==> src/rtl/input_conditioner_pkg.sv <==
// input_conditioner_pkg -- shared constants and sizing helpers for the input conditioner.
// Rev 1.0
`default_nettype none

package input_conditioner_pkg;

    localparam int CLK_HZ               = 50_000_000;
    localparam int DEBOUNCE_CYCLES_20MS = 1_000_000;

    // The counter must reach DEBOUNCE_CYCLES-1 and is never narrower than one bit.
    function automatic int cnt_width(input int cycles);
        int w;
        w = $clog2(cycles + 1);
        return (w < 1) ? 1 : w;
    endfunction

endpackage

`default_nettype wire

==> src/rtl/input_conditioner_if.sv <==
// input_conditioner_if -- pin-side levels, clear mask and conditioned outputs.
// Rev 1.0
`default_nettype none

interface input_conditioner_if #(
    parameter int WIDTH = 10
);
    logic [WIDTH-1:0] raw_in;
    logic [WIDTH-1:0] clear_changed;
    logic [WIDTH-1:0] stable_out;
    logic [WIDTH-1:0] rise_out;
    logic [WIDTH-1:0] fall_out;
    logic [WIDTH-1:0] changed;

    modport master (
        output raw_in,
        output clear_changed,
        input  stable_out,
        input  rise_out,
        input  fall_out,
        input  changed
    );

    modport slave (
        input  raw_in,
        input  clear_changed,
        output stable_out,
        output rise_out,
        output fall_out,
        output changed
    );
endinterface

`default_nettype wire

==> src/rtl/input_conditioner_debounce_bit.sv <==
// debounce_bit -- two-flop synchronizer, saturating debounce counter, stable level and edge pulses.
// Rev 1.0
`default_nettype none

module debounce_bit
    import input_conditioner_pkg::*;
#(
    parameter int   DEBOUNCE_CYCLES = DEBOUNCE_CYCLES_20MS,
    parameter logic RESET_VALUE     = 1'b0
) (
    input  wire  clk,
    input  wire  rst_n,
    input  wire  i_raw,
    output logic o_stable,
    output logic o_rise,
    output logic o_fall
);

    localparam int             CW       = cnt_width(DEBOUNCE_CYCLES);
    localparam logic [CW-1:0]  CNT_LAST = CW'(DEBOUNCE_CYCLES - 1);

    logic          sync1_q, sync1_d;
    logic          sync2_q, sync2_d;
    logic          stable_q, stable_d;
    logic          rise_q, rise_d;
    logic          fall_q, fall_d;
    logic [CW-1:0] cnt_q, cnt_d;

    always_comb begin
        sync1_d  = i_raw;
        sync2_d  = sync1_q;
        stable_d = stable_q;
        cnt_d    = '0;
        rise_d   = 1'b0;
        fall_d   = 1'b0;
        // Counter only runs while the synchronized level disagrees; any agreement restarts it.
        if (sync2_q != stable_q) begin
            if (cnt_q == CNT_LAST) begin
                stable_d = sync2_q;
                rise_d   = sync2_q;
                fall_d   = ~sync2_q;
            end else begin
                cnt_d = cnt_q + 1'b1;
            end
        end
    end

    always_ff @(posedge clk or negedge rst_n) begin
        if (!rst_n) begin
            sync1_q  <= RESET_VALUE;
            sync2_q  <= RESET_VALUE;
            stable_q <= RESET_VALUE;
            cnt_q    <= '0;
            rise_q   <= 1'b0;
            fall_q   <= 1'b0;
        end else begin
            sync1_q  <= sync1_d;
            sync2_q  <= sync2_d;
            stable_q <= stable_d;
            cnt_q    <= cnt_d;
            rise_q   <= rise_d;
            fall_q   <= fall_d;
        end
    end

    assign o_stable = stable_q;
    assign o_rise   = rise_q;
    assign o_fall   = fall_q;

endmodule

`default_nettype wire

==> src/rtl/input_conditioner.sv <==
// input_conditioner -- per-bit synchronize/debounce of board inputs with edge pulses and sticky change flags.
// Rev 1.0
`default_nettype none

module input_conditioner
    import input_conditioner_pkg::*;
#(
    parameter int               WIDTH           = 10,
    parameter int               DEBOUNCE_CYCLES = DEBOUNCE_CYCLES_20MS,
    parameter logic [WIDTH-1:0] RESET_VALUE     = '0
) (
    input  wire             clk_clk,
    input  wire             reset_reset_n,
    input_conditioner_if.slave bus
);

    if (DEBOUNCE_CYCLES < 1) begin : g_bad_debounce
        $error("input_conditioner: DEBOUNCE_CYCLES must be >= 1");
    end

    logic [WIDTH-1:0] stable_w;
    logic [WIDTH-1:0] rise_w;
    logic [WIDTH-1:0] fall_w;
    logic [WIDTH-1:0] changed_q, changed_d;

    for (genvar i = 0; i < WIDTH; i++) begin : g_bit
        debounce_bit #(
            .DEBOUNCE_CYCLES (DEBOUNCE_CYCLES),
            .RESET_VALUE     (RESET_VALUE[i])
        ) u_debounce (
            .clk      (clk_clk),
            .rst_n    (reset_reset_n),
            .i_raw    (bus.raw_in[i]),
            .o_stable (stable_w[i]),
            .o_rise   (rise_w[i]),
            .o_fall   (fall_w[i])
        );
    end

    // A pulse visible this cycle overrides a simultaneous clear so no event is dropped.
    always_comb begin
        changed_d = (changed_q & ~bus.clear_changed) | rise_w | fall_w;
    end

    always_ff @(posedge clk_clk or negedge reset_reset_n) begin
        if (!reset_reset_n) begin
            changed_q <= '0;
        end else begin
            changed_q <= changed_d;
        end
    end

    assign bus.stable_out = stable_w;
    assign bus.rise_out   = rise_w;
    assign bus.fall_out   = fall_w;
    assign bus.changed    = changed_q;

endmodule

`default_nettype wire

==> src/flat_wrapper.sv <==
// flat-port wrapper written by rule: the top's interface ports become plain ports
module input_conditioner_flat import input_conditioner_pkg::*;
#(
    parameter int               WIDTH           = 10,
    parameter int               DEBOUNCE_CYCLES = DEBOUNCE_CYCLES_20MS,
    parameter logic [WIDTH-1:0] RESET_VALUE     = '0
)
  (clk_clk, reset_reset_n, bus_raw_in, bus_clear_changed, bus_stable_out, bus_rise_out, bus_fall_out, bus_changed);
  input_conditioner_if #(.WIDTH(WIDTH)) bus_i ();
  input  wire clk_clk;
  input  wire reset_reset_n;
  input wire logic [$bits(bus_i.raw_in)-1:0] bus_raw_in;
  input wire logic [$bits(bus_i.clear_changed)-1:0] bus_clear_changed;
  output wire logic [$bits(bus_i.stable_out)-1:0] bus_stable_out;
  output wire logic [$bits(bus_i.rise_out)-1:0] bus_rise_out;
  output wire logic [$bits(bus_i.fall_out)-1:0] bus_fall_out;
  output wire logic [$bits(bus_i.changed)-1:0] bus_changed;
  assign bus_i.raw_in = bus_raw_in;
  assign bus_i.clear_changed = bus_clear_changed;
  assign bus_stable_out = bus_i.stable_out;
  assign bus_rise_out = bus_i.rise_out;
  assign bus_fall_out = bus_i.fall_out;
  assign bus_changed = bus_i.changed;
  input_conditioner #(.WIDTH(WIDTH), .DEBOUNCE_CYCLES(DEBOUNCE_CYCLES), .RESET_VALUE(RESET_VALUE)) u_core (.clk_clk(clk_clk), .reset_reset_n(reset_reset_n), .bus(bus_i));
endmodule
==> config.mk <==
export PLATFORM = sky130hd
export DESIGN_NAME = input_conditioner_flat
export DESIGN_NICKNAME = d
export VERILOG_FILES = /design/src/rtl/input_conditioner_pkg.sv /design/src/rtl/input_conditioner_if.sv /design/src/rtl/input_conditioner_debounce_bit.sv /design/src/rtl/input_conditioner.sv /design/src/flat_wrapper.sv
export SDC_FILE = /design/constraint.sdc
export NUM_CORES = 1
export LEC_CHECK = 0
export ABC_AREA = 0
export CAP_MARGIN = 20
export CORE_ASPECT_RATIO = 0.8
export CORE_MARGIN = 5
export CORE_UTILIZATION = 36
export CTS_CLUSTER_SIZE = 10
export DETAILED_ROUTE_END_ITERATION = 16
export PLACE_DENSITY = 0.5
export SLEW_MARGIN = 5
export SYNTH_ARGS = -nofsm -noshare
export SYNTH_HDL_FRONTEND = slang
export SYNTH_SLANG_ARGS = --single-unit
==> constraint.sdc <==
create_clock -name clk_clk -period 3 [get_ports clk_clk]
set_input_delay 0.3 -clock clk_clk [delete_from_list [all_inputs] [get_ports clk_clk]]
set_output_delay 0.3 -clock clk_clk [all_outputs]
set_load 0.01 [all_outputs]
Word-level counts from Yosys, hierarchy flattened --
Index checks and enable logic that the tools add are counted. W data, S select, Z words.
Operators by class: bitwise gates (word level) 14, reductions and logical operators 10, muxes and demuxes 60, eq/ne operators 20, $add $sub $neg 10
Operators with widths (count):
- $mux W20 | 20
- $add A20 B1 Y20 const B | 10
- $eq A20 B20 Y1 const B | 10
- $mux W1 | 40
- $or A10 B10 Y10 | 2
- $reduce_and A2 Y1 | 10
- $and A10 B10 Y10 | 1
- $ne A1 B1 Y1 | 10
- $not A1 Y1 | 10
- $not A10 Y10 | 1
Storage, ports and cells: bits in registers 260, word-level logic and storage cells 175, bits of input ports 22, output and inout bits 40

Longest topological paths before layout --
word-level depth 4, gate-level depth with buffers 7, gate-level depth less buffers 5

Cells and area by module --
Synthesis repeated with hierarchy kept, for this count alone.
Second synthesis, totals: cell total of the unflattened synthesis 1200, area total of the unflattened synthesis 12111.6 µm²
Modules (own cells, without submodules):
- debounce_bit | sequential area each 625.6 µm², instances 10, cells each 116, area each 1173.6 µm²
- input_conditioner | sequential area each 250.2 µm², instances 1, cells each 40, area each 375.4 µm²

Least setup slack after synthesis --
No wires, ideal clock.
path type register -> register, start point register u_core.g_bit[7].u_debounce.cnt_q[8], end point register u_core.g_bit[7].u_debounce.stable_q, arrival time 1981 ps, buffers on the path 0, clock period less this slack 2106 ps, cell stages (with the launch flop) 5, slack 894 ps, required time 2875 ps, setup time 125 ps, path through dfrtp_1 -> or4b_1 -> or4_4 -> or2_4 -> mux2_4
Between the ends: word-level cells in the longest chain between the ends 2
RTL lines:
- from (decl) | line input_conditioner_debounce_bit.sv:27 | logic [CW-1:0] cnt_q, cnt_d;
- from (signal assigned) | line input_conditioner_debounce_bit.sv:60 | cnt_q <= cnt_d;
- $eq A20 B20 Y1 | line input_conditioner_debounce_bit.sv:38 | if (cnt_q == CNT_LAST) begin
- $reduce_and A2 Y1 (no source line)
- to (signal assigned) | line input_conditioner_debounce_bit.sv:59 | stable_q <= stable_d;
- to (decl) | line input_conditioner_debounce_bit.sv:24 | logic stable_q, stable_d;
Every way passes these cells. A chain may end at the register's enable or synchronous reset.

Worst setup path after layout --
start point register u_core.g_bit[2].u_debounce.cnt_q[15], end point register u_core.g_bit[2].u_debounce.cnt_q[10]
Between the ends: word-level cells in the longest chain between the ends 3
RTL lines:
- from (decl) | line input_conditioner_debounce_bit.sv:27
- from (signal assigned) | line input_conditioner_debounce_bit.sv:60
- $eq A20 B20 Y1 | line input_conditioner_debounce_bit.sv:38
- $mux W20 | line input_conditioner_debounce_bit.sv:38
- $mux W20 | line input_conditioner_debounce_bit.sv:37 | if (sync2_q != stable_q) begin
- net u_core.g_bit[2].u_debounce.cnt_d[10] | line input_conditioner_debounce_bit.sv:27
The timed path passes the listed nets, and every way through them passes these cells.

==> impl_metrics.yaml <==
run_status:
  status: "finished, final reports clean"
critical_path:
  worstPathRequired_ps: 3430
  cp_top_family: "simple AND/OR/NAND/NOR gates"
  path_class: "reg2reg"
  end_kind: "flop"
  arrival_ps: 2620
  critPathSlowestCell: "or4_4"
  critPathLaunchType: "flop"
  path_cells: "or4b_1, or4_4, o21ai_2, buf_4, nor2_1"
  cp_max_fo: 14
  path_buf_inv: 1
  critical-path-max-stage-delay_ps: 530
cts:
  clockBufferDepth: 3
  root_buffer: "clkbuf_16"
  clk_latency_ps: 550
  cts-htree-levels: 1
  postCtsSetupRepairBufs: 0
  cts_tree: "done"
  postCtsResizedCells: 0
  cts-buffers-inserted: 30
  clk_pin_slew_worst_paths_ps: 60
  clock_sinks: 260
global_routing:
  grt_max_degree: 76
  grt_pass1_vias: 8426
  gr-usage-all-layers_pct: 12.7
  grt.overflow.total: 0
  grt_first_pass_wirelength_um: 41900
  antenna_found_initial: 0
logic_synthesis:
  syn-num-nets: 1242
  synth_seq_cells: 260
  synthArstFlopShare_pct: 100
  syn-instance-count: 1210
  seq_area_frac_synth_pct: 52.9
  synth_warnings: 0
  syn_area_um2: 12300
  synth_ff_type: "dfrtp_1"
  synth_enable_flop_cells: 0
  ys_types: 52
  avgSynthCellArea_um2: 10.2
placement:
  dp.cells: 1660
  port_buffers: 61
  placed_area_um2: 13200
  place.gp.congestion: 0.772
  place_hpwl_um: 16000
  dp_slack_ps: 795
sta:
  fin_crit_sh_pct: 73.1
  timing.final.ws_setup_ps: 808
  rsz0062_at_grt: "false"
  hold_viol: 0
  max_slew_margin_pct: 56.2
  skew_ps: 18.6
  tightest_slew_ps: 651
  fin_crit_ps: 2190
  maxSlewViolCount: 0
  setup_viol: 0
  fin_tns_setup_ps: 0
  hold_slack_ps: 185
  fmax_mhz: 456
pwr:
  p_int_mw: 5.53
  ir_worst_vdd_v: 0.000275
  netSwitchingPower_mw: 1.52
  seq_power_share_pct: 51.0
  power.leakage_nw: 5.57
  p_sw_share_pct: 21.6
  p_comb_share_pct: 3.3
  powerDensity_nw_per_um2: 501
  clkPwrFrac_pct: 45.7
  power_mw: 7.05
floorplan:
  io_pins: 62
  start_util_pct: 36.5
  die_h_um: 175
  row_count: 60
  die_w_um: 217
  core_region_area_um2: 33700
  dieArea_um2: 38000
finish:
  drive_gt1_share_pct: 6.17
  finish.utilization_pct: 41.8
  n_antenna_cell: 0
  fill_cells: 3272
  final_cell_mix: "260 x dfrtp_1, 158 x nor2_1, 81 x xnor2_1"
  final_common_cell: "dfrtp_1"
  areaGrowthSynthToFinish_pct: 14.5
  instances_no_fill: 1699
  fin_nets: 1291
  final_area_um2: 14100
routing:
  dr_total_vias: 8695
  first_iter_violations: 421
  post_drt_wl_per_cell_um: 14.2
  vias_per_cell: 5.12
  ant_nets: 0
  drt-total-wl_um: 24100
  post-route-drc-count: 0
  drt_first_pass_iters: 5
flow_run:
  maxCapViolations: 0
hold_path:
  hp-class: "in2reg"
synthesized netlist by cell type, types with 3 or more instances:
| cell type | n | share of area [%] |
|---|---|---|
| dfrtp_1 | 260 | 53 |
| nor2_1 | 158 | 4.8 |
| xnor2_1 | 81 | 5.8 |
| nand3_1 | 71 | 2.9 |
| nand2_1 | 63 | 1.9 |
| a21oi_1 | 54 | 2.2 |
| xor2_1 | 52 | 3.7 |
| nand4_1 | 47 | 2.4 |
| o21ai_0 | 38 | 1.5 |
| or3_1 | 36 | 1.8 |
| inv_1 | 34 | 1.0 |
| or4_1 | 32 | 2.0 |
| and3_1 | 31 | 1.6 |
| buf_4 | 31 | 1.9 |
| nor4_1 | 29 | 1.5 |
| o31ai_1 | 26 | 1.6 |
| clkbuf_1 | 23 | 0.70 |
| nor3_1 | 22 | 0.89 |
| nor3b_1 | 21 | 1.3 |
| and2_1 | 10 | 0.51 |
| ha_1 | 10 | 1.0 |
| nor4b_1 | 10 | 0.71 |
| and4_1 | 8 | 0.57 |
| mux2_2 | 8 | 0.73 |
| or4b_1 | 5 | 0.41 |
| buf_2 | 4 | 0.16 |
| or2_2 | 4 | 0.20 |
| nand2b_1 | 3 | 0.15 |
| nand4b_1 | 3 | 0.21 |
| o21ai_1 | 3 | 0.12 |
| o31ai_2 | 3 | 0.30 |
state kept, by name, summed over array words and instances (netlist names):
| register | count |
|---|---|
| u_core.g_bit.u_debounce.o_fall | 10 |
| u_core.bus.changed | 10 |
| u_core.g_bit.u_debounce.sync2_q | 10 |
| u_core.g_bit.u_debounce.o_stable | 10 |
| u_core.g_bit.u_debounce.cnt_q | 200 |
| u_core.g_bit.u_debounce.sync1_q | 10 |
| u_core.g_bit.u_debounce.o_rise | 10 |
final cells by class:
cell class                 count  area [um^2]  area share (%)
clock buffer                  38          832            5.91
inverter                      34          128           0.906
multi-input combinational    857         5330            37.8
sequential                   260         6510            46.2
tap                          434          543            3.85
timing repair buffer          76          756            5.36
kinds of logic after synthesis:
group                      count (synthesis)  share of synthesized area [%]
AOI/OAI and AO/OA                        132                           6.70
xor gates and xnor gates                 133                           9.46
adders and majority gates                 10                           1.02
buffers and inverters                     93                           3.88
DFF                                      260                           52.9
muxes                                     11                           1.06
and+or+nand+nor                          571                           25.0
repair_timing:
item	in CTS	in global routing
setup endpoints to repair	0	0
hold buffers	1	0
hold endpoints to repair	58	0
worst register-to-register path, delay by kind of cell, from the launching register on:
kind	cells	cell delay (ps)
flops	1	410
compound gates	1	270
simple gates	3	1130
buf+inv	1	270
final timing paths:
| path | start | end | slack [ps] | cells past startpoint |
|---|---|---|---|---|
| max | u_core.g_bit[2].u_debounce.cnt_q[15] | u_core.g_bit[2].u_debounce.cnt_q[10] | 810 | 5 |
| min | bus_raw_in[3] | u_core.g_bit[3].u_debounce.sync1_q | 190 | 1 |
| max reg2reg | u_core.g_bit[2].u_debounce.cnt_q[15] | u_core.g_bit[2].u_debounce.cnt_q[10] | 810 | 5 |
| min reg2reg | u_core.g_bit[9].u_debounce.sync1_q | u_core.g_bit[9].u_debounce.sync2_q | 340 | 0 |
| max in group asynchronous | reset_reset_n | u_core.g_bit[0].u_debounce.cnt_q[6] | 1850 | 3 |
| min in group asynchronous | reset_reset_n | u_core.g_bit[1].u_debounce.cnt_q[2] | 290 | 2 |
metal layers:
layer | track usage, % | routed length (um) | up-vias
li1 | - | - | 4354
met2 | 18.8 | 9830 | 96
met5 | 0 | 0 | -
met3 | 2.65 | 902 | 35
met1 | 19.3 | 12900 | 4210
met4 | 2.94 | 508 | 0
power by group through the flow:
stage / clock, mW / combinational, mW / sequential [mW]
after CTS: 3.39 / 0.243 / 3.60
after global placement: 0 / 0.238 / 3.66
after global routing: 3.51 / 0.273 / 3.60
after floorplan: 0 / 0.0954 / 3.65
after detailed placement: 0 / 0.238 / 3.66
final: 3.22 / 0.231 / 3.60
Power figures use the tool's default switching activity.
